$ cat src/rtl/pipe_pkg.sv
// Shared types for the PC sequencer: FSM states, halt cause codes and the default reset PC.
package pipe_pkg;

    typedef enum logic [1:0] {
        ST_IDLE  = 2'd0,
        ST_FETCH = 2'd1,
        ST_EXEC  = 2'd2,
        ST_HALT  = 2'd3
    } state_e;

    typedef enum logic [1:0] {
        CAUSE_NONE     = 2'd0,
        CAUSE_EXEC_ERR = 2'd1,
        CAUSE_MISALIGN = 2'd2
    } cause_e;

    localparam logic [63:0] DEFAULT_RESET_PC = 64'h0000_0000_8000_0000;

endpackage

$ cat src/rtl/retire_counter.sv
// Retired-instruction counter; wraps silently modulo 2^WIDTH.
module retire_counter #(
    parameter int WIDTH = 64
) (
    input  logic             clk,
    input  logic             rst,
    input  logic             inc_i,
    output logic [WIDTH-1:0] cnt_o
);

    logic [WIDTH-1:0] cnt_q;
    logic [WIDTH-1:0] cnt_d;

    always_comb begin
        cnt_d = inc_i ? cnt_q + WIDTH'(1) : cnt_q;
    end

    // NOTE: sequential state uses non-blocking assignments so every flop samples pre-edge values.
    always_ff @(posedge clk) begin
        if (rst) begin
            cnt_q <= '0;
        end else begin
            cnt_q <= cnt_d;
        end
    end

    assign cnt_o = cnt_q;

endmodule

$ cat src/rtl/pc_sequencer.sv
// Fetch/execute PC sequencer: IDLE -> FETCH -> EXEC loop until an error halts it.
// Optional macro PC_ALIGN_CHECK_EN turns misaligned resolved targets into a MISALIGN halt.
module pc_sequencer
    import pipe_pkg::*;
#(
    parameter int                    DATA_WIDTH = 64,
    parameter logic [DATA_WIDTH-1:0] RESET_PC   = DATA_WIDTH'(DEFAULT_RESET_PC)
) (
    input  logic                  clk,
    input  logic                  rst,
    input  logic                  start_i,
    output logic                  if_req_o,
    output logic [DATA_WIDTH-1:0] if_addr_o,
    input  logic                  if_ack_i,
    output logic                  exec_start_o,
    input  logic                  resolve_valid_i,
    input  logic [DATA_WIDTH-1:0] new_pc_i,
    input  logic                  execute_error_i,
    output logic [DATA_WIDTH-1:0] pc_o,
    output logic                  halt_o,
    output logic [1:0]            cause_o,
    output logic [DATA_WIDTH-1:0] retire_cnt_o
);

    state_e                state_q, state_d;
    cause_e                cause_q, cause_d;
    logic [DATA_WIDTH-1:0] pc_q, pc_d;
    logic                  exec_start_q, exec_start_d;
    logic                  retire_inc;

    always_ff @(posedge clk) begin
        if (rst) begin
            state_q      <= ST_IDLE;
            cause_q      <= CAUSE_NONE;
            pc_q         <= RESET_PC;
            exec_start_q <= 1'b0;
        end else begin
            state_q      <= state_d;
            cause_q      <= cause_d;
            pc_q         <= pc_d;
            exec_start_q <= exec_start_d;
        end
    end

    // NOTE: every combinational output gets a default first so no path can infer a latch.
    always_comb begin
        state_d      = state_q;
        cause_d      = cause_q;
        pc_d         = pc_q;
        exec_start_d = 1'b0;
        retire_inc   = 1'b0;
        case (state_q)
            ST_IDLE: begin
                if (start_i) state_d = ST_FETCH;
            end
            ST_FETCH: begin
                if (if_ack_i) begin
                    state_d      = ST_EXEC;
                    exec_start_d = 1'b1;
                end
            end
            ST_EXEC: begin
                // The issue cycle itself never accepts a resolve.
                if (resolve_valid_i && !exec_start_q) begin
                    if (execute_error_i) begin
                        state_d = ST_HALT;
                        cause_d = CAUSE_EXEC_ERR;
`ifdef PC_ALIGN_CHECK_EN
                    end else if (new_pc_i[1:0] != 2'b00) begin
                        state_d = ST_HALT;
                        cause_d = CAUSE_MISALIGN;
`endif
                    end else begin
                        state_d    = ST_FETCH;
                        pc_d       = {new_pc_i[DATA_WIDTH-1:2], 2'b00};
                        retire_inc = 1'b1;
                    end
                end
            end
            ST_HALT: ;
            default: state_d = ST_IDLE;
        endcase
    end

    always_comb begin
        if_req_o     = (state_q == ST_FETCH);
        halt_o       = (state_q == ST_HALT);
        cause_o      = (state_q == ST_HALT) ? cause_q : CAUSE_NONE;
        exec_start_o = exec_start_q;
        if_addr_o    = pc_q;
        pc_o         = pc_q;
    end

    retire_counter #(
        .WIDTH (DATA_WIDTH)
    ) u_retire_counter (
        .clk   (clk),
        .rst   (rst),
        .inc_i (retire_inc),
        .cnt_o (retire_cnt_o)
    );

endmodule

$ cat config.mk
export PLATFORM = sky130hd
export DESIGN_NAME = pc_sequencer
export DESIGN_NICKNAME = d
export VERILOG_FILES = /design/src/rtl/pipe_pkg.sv /design/src/rtl/retire_counter.sv /design/src/rtl/pc_sequencer.sv
export SDC_FILE = /design/constraint.sdc
export NUM_CORES = 1
export LEC_CHECK = 0
export ABC_AREA = 1
export BUFFER_PORTS_ARGS = -buffer_cell sky130_fd_sc_hd__buf_2
export CAP_MARGIN = 5
export CORE_MARGIN = 4
export CORE_UTILIZATION = 50
export DETAILED_ROUTE_END_ITERATION = 6
export PLACE_DENSITY = 0.85
export SLEW_MARGIN = 20
export SYNTH_ARGS = -nofsm -noshare
export SYNTH_HDL_FRONTEND = slang
export SYNTH_SLANG_ARGS = --single-unit
export TNS_END_PERCENT = 10
$ cat constraint.sdc
create_clock -name clk -period 2.1 [get_ports clk]
set_clock_uncertainty 0.1 [all_clocks]
set_input_delay 0 -clock clk [delete_from_list [all_inputs] [get_ports clk]]
set_output_delay 0 -clock clk [all_outputs]
set_load 0.1 [all_outputs]
# Word level (Yosys, flattened, before mapping)
# Cells that the tools add are included.
# totals
latch_bits,0
register_bits,130
input_bits,70
n_memories,0
ram_bits,0
romBits,0
# op_classes
addsub,1
shifts,0
mul,0
mux,10
n_bitwise,2
eq_ne,6
div_mod_pow,0
n_lt_le_gt_ge,0
reduce_logical,8
# ops
operator,n
$add A64 B1 Y64 const B,1
$mux W2,4
$pmux W2 S3,1
$reduce_and A3 Y1,2
$mux W1,5
$eq A2 B2 Y1 const B,2
$ne A2 B2 Y1 const B,2
$reduce_and A4 Y1,1
$reduce_bool A3 Y1,1
$eq A2 B1 Y1 const B,1
$logic_not A2 Y1,1
$ne A2 B1 Y1 const B,1
$not A1 Y1,2
$reduce_or A2 Y1,1
$logic_and A1 B1 Y1,1
$logic_not A1 Y1,1

# Logic depth before layout (Yosys ltp)
# depth
word_depth,4
mapped_depth,12
ltp_nobuf,12

# Modules after synthesis
# A second synthesis with hierarchy kept.
# unflattened
hier_cells,998
hier_area_um2,6807.8
# modules_own_cells
module,area_per_inst_um2,instances,cells_per_inst,seq_area_each_um2
retire_counter,3836.2,1,618,1281.2
pc_sequencer,2971.6,1,380,1321.3

# Least setup slack after synthesis
# Ideal clock, no wire load.
# synth_timing
path_kind,flip-flop to flip-flop
from,"register u_retire_counter.cnt_q[1], in the netlist u_retire_counter.cnt_o[1]"
to,"register u_retire_counter.cnt_q[34], in the netlist u_retire_counter.cnt_o[34]"
path_slack_ns,-0.300
t_required_ns,1.881
arrival_time_ns,2.181
path_stages_with_launch,11
setup_ns,0.119
path_cell_list,dfxtp_1 -> ha_1 -> inv_1 -> nor2_4 -> nand2_2 -> nor2_4 -> nand2_4 -> nor2_4 -> nand3_1 -> nand2_1 -> nor2_1
# synth_between
elab_chain_cells,1
# synth_lines
item,line,text
from (decl),retire_counter.sv:11,logic [WIDTH-1:0] cnt_q;
from (signal assigned),retire_counter.sv:23,cnt_q <= cnt_d;
$add A64 B1 Y64,retire_counter.sv:15,cnt_d = inc_i ? cnt_q + WIDTH'(1) : cnt_q;
# Every way passes these cells.
# A chain may end at the register's enable or synchronous reset.

# Worst setup path in the final report
# layout_timing
from,register state_q[0]
to,"register u_retire_counter.cnt_q[18], in the netlist u_retire_counter.cnt_o[18]"
# layout_between
elab_chain_cells,2
# layout_lines
item,line,text
from (decl),pc_sequencer.sv:25,"state_e state_q, state_d;"
from (signal assigned),pc_sequencer.sv:38,state_q <= state_d;
$eq A2 B2 Y1,pc_sequencer.sv:52,case (state_q)
$mux W1,pc_sequencer.sv:52,
# Every way passes these cells.

==> impl_metrics.yaml <==
status:
  status: "complete, no violations"
hold_path:
  min_path_cells: 5
  holdCritPathClass: "input pin to flop"
  hold_start: "start_i"
  whs_endpoint: "state_q[0]"
clock_network:
  cts_sinks: 130
  cts-htree-levels: 4
  clk_pin_slew_ns: 0.06
  clk_latency_ns: 0.42
  cts_tree: "done"
  clockBufferDepth: 2
  cts-root-buf: "clkbuf_16"
  cts_buffers: 17
synth:
  ys.warnings.count: 0
  synth_top_area_cell: "dfxtp_1"
  synth_area_um2: 6880
  synth_seq_area_share: 0.378
  ys_types: 35
  syn-instance-count: 1044
  post_synth.cell_area_avg_um2: 6.59
  ys_ff_latch: 130
  yosysTopAreaCellShare: 0.378
  synth.area.top_cells: "dfxtp_1 (38%), nor2_1 (16%), nand2_1 (10%), buf_4 (7.3%), o21ai_0 (6.0%)"
route:
  vias: 8013
  drc: 0
  drtPass1Iterations: 5
  avgViaCountPerCell: 5.34
  initialDrtViolationCount: 581
  wl_met2_mm: 11.8
  wl_met3_mm: 2.31
  dr.max_layer_used: "met4"
  wirelength_mm: 24.9
  met1_length_mm: 8.84
  drtAntennaViolNets: 0
  wl_per_cell_um: 16.6
floorplan:
  coreArea_um2: 13300
  die-area_um2: 15700
  initial_core_util: 0.515
  die_h_um: 125
  ioPinCount: 267
  num_rows: 42
  die_width_um: 125
power_and_ir_drop:
  power.total_mw: 6.67
  p_leak_nw: 4.17
  p_per_area_nw_per_um2: 720
  vdd_drop_max_v: 0.000528
finish:
  post-route-util: 0.695
  drive_gt1_frac: 0.295
  fillCellCount: 1036
  syn_to_final_growth_pct: 34.8
  diodes: 0
  layout.nets: 1386
setup_path:
  crit_family: "simple AND/OR/NAND/NOR gates"
  crit_arrival_ns: 2.22
  critPathMaxStageDelay_ns: 0.34
  critical_path_class: "flop to flop"
  ff2ff_path_depth: 12
  r2r_start: "state_q[0]"
  end_kind: "flop"
  critPathBufInv: 2
  cp_max_fo: 6
  worstPathRequired_ns: 2.31
  timing.reg2reg.setup_slack_ns: 0.08
  path_cells: "inv_1 -> ha_2 -> nand2_1 -> nor2_4 -> buf_4 -> nand2_2 -> nor2_4 -> nand2_4 -> nor2_4 -> nand2_1 -> nand2_1 -> nor2_1"
  timing.rr.end: "u_retire_counter.cnt_o[18]"
  cp-start-kind: "flop"
  slowest_stage: "dfxtp_1"
global_routing:
  grt_first_pass_wirelength_mm: 38.9
  grt_start_max_net_pins: 59
  grt_usage: 0.307
  gr-total-overflow: 0
  grt_pass1_vias: 7537
  antenna_found_initial: 0
placed_design:
  gp_congestion: 0.944
  io_buffers: 259
  dp_slack_ns: 0.0721
  dp_hpwl_mm: 16.7
run:
  cap_violations: 0
sta:
  rsz0062_at_grt: "true"
  fmax_mhz: 496
  max_slew.worst_pin.slew_ns: 0.648
  setup_viol: 0
  fin_ws_ns: 0.0844
  whs_ns: 0.0644
  hold_viol: 0
  fin_crit_ns: 2.02
  maxSlewViolCount: 0
  slew_headroom: 0.567
  fin_crit_sh: 0.960
  finalSetupTns_ns: 0
[flip-flops by register name, summed over array words and instances (netlist names)]
register	count
u_retire_counter.cnt_o	64
if_addr_o	62
state_q	2
cause_q	1
exec_start_o	1
[cells in the mapped netlist]
| master | number |
|---|---|
| a21oi_1 | 30 |
| a31oi_1 | 5 |
| and2_1 | 2 |
| and3_1 | 1 |
| and3b_1 | 1 |
| buf_1 | 1 |
| buf_2 | 9 |
| buf_4 | 67 |
| buf_6 | 2 |
| clkbuf_1 | 18 |
| clkinv_1 | 1 |
| conb_1 | 1 |
| dfxtp_1 | 130 |
| ha_1 | 5 |
| inv_1 | 76 |
| inv_2 | 2 |
| nand2_1 | 188 |
| nand2_2 | 9 |
| nand2_4 | 3 |
| nand3_1 | 42 |
| nand3_2 | 1 |
| nand3b_1 | 3 |
| nand4_1 | 14 |
| nor2_1 | 301 |
| nor2_2 | 14 |
| nor2_4 | 12 |
| nor3_1 | 7 |
| nor3b_1 | 2 |
| o211ai_1 | 1 |
| o21a_1 | 1 |
| o21ai_0 | 82 |
| o21ai_1 | 1 |
| o21bai_1 | 1 |
| xnor2_1 | 1 |
| xor2_1 | 10 |
[timing repair]
action                                 in CTS  in global routing
endpoints found under the hold margin      84                  0
hold buffers                               69                  0
setup buffers                               0                  4
setup endpoints to repair                   0                 39
gates resized for setup                     0                 12
[cell type report]
cell class	instances	area [µm²]	area share
clock buffer	19	443	0.0478
inverter	79	297	0.0320
multi-input combinational	742	3390	0.365
clock inverter	13	128	0.0138
tap	176	220	0.0237
timing repair buffer	341	2150	0.231
sequential	130	2650	0.286
[metrics by stage]
stage	instance area, µm²	instances
after floorplan	6940	1048
after global placement	7940	1395
after detailed placement	7940	1395
after CTS	9200	1496
after global routing	9280	1500
final	9280	1500
[routing by layer]
| metal | up-vias | track usage |
|---|---|---|
| li1 | 3747 | - |
| met1 | 3630 | 0.340 |
| met2 | 503 | 0.508 |
| met3 | 133 | 0.0861 |
| met4 | 0 | 0.212 |
| met5 | - | 0 |
[where the power goes]
group          switching, mW  internal [mW]  leakage [nW]
registers             0.0448           2.52          1.07
logic                  0.967          0.303          2.83
clock network           1.16           1.68         0.271
[cell usage in the layout (no fill, tap or decap), drive strengths merged, types with 2 or more instances in the layout]
cell type / instances
a21oi: 30
a31oi: 5
and2: 2
buf: 272
clkbuf: 19
clkinv: 5
clkinvlp: 3
conb: 5
dfxtp: 130
dlygate4sd3: 69
ha: 5
inv: 83
nand2: 200
nand3: 43
nand3b: 3
nand4: 14
nor2: 327
nor3: 7
nor3b: 2
o21ai: 83
xor2: 10
[worst min-delay path: stages]
cell and delay (ns):
buf_2 0.07, o211ai_1 0.10, a21oi_2 0.15, o21ai_0 0.11, nor2_1 0.11
[worst max path at each step]
stage | start | endpoint | slack, ns | cells past startpoint
detailed placement | state_q[0] | u_retire_counter.cnt_o[41] | 0.07 | 8
floorplan | u_retire_counter.cnt_o[43] | u_retire_counter.cnt_o[62] | -0.007 | 7
global route | state_q[1] | state_q[1] | -0.05 | 9
global placement | state_q[0] | u_retire_counter.cnt_o[41] | 0.12 | 8
CTS | state_q[0] | u_retire_counter.cnt_o[18] | 0.02 | 11
finish | state_q[0] | u_retire_counter.cnt_o[18] | 0.08 | 12
[cell families (layout without fill, tap and decap cells)]
family | after synthesis | count (layout) | synth area share
other | 1 | 5 | 0.000545
DFF | 130 | 130 | 0.378
and+or+nand+nor | 600 | 600 | 0.372
xor gates and xnor gates | 11 | 11 | 0.0140
adders and majority gates | 5 | 5 | 0.00909
buffers and inverters | 176 | 452 | 0.136
AOI/OAI and AO/OA | 121 | 121 | 0.0900
No activity file was read; power rests on OpenSTA's default activity.
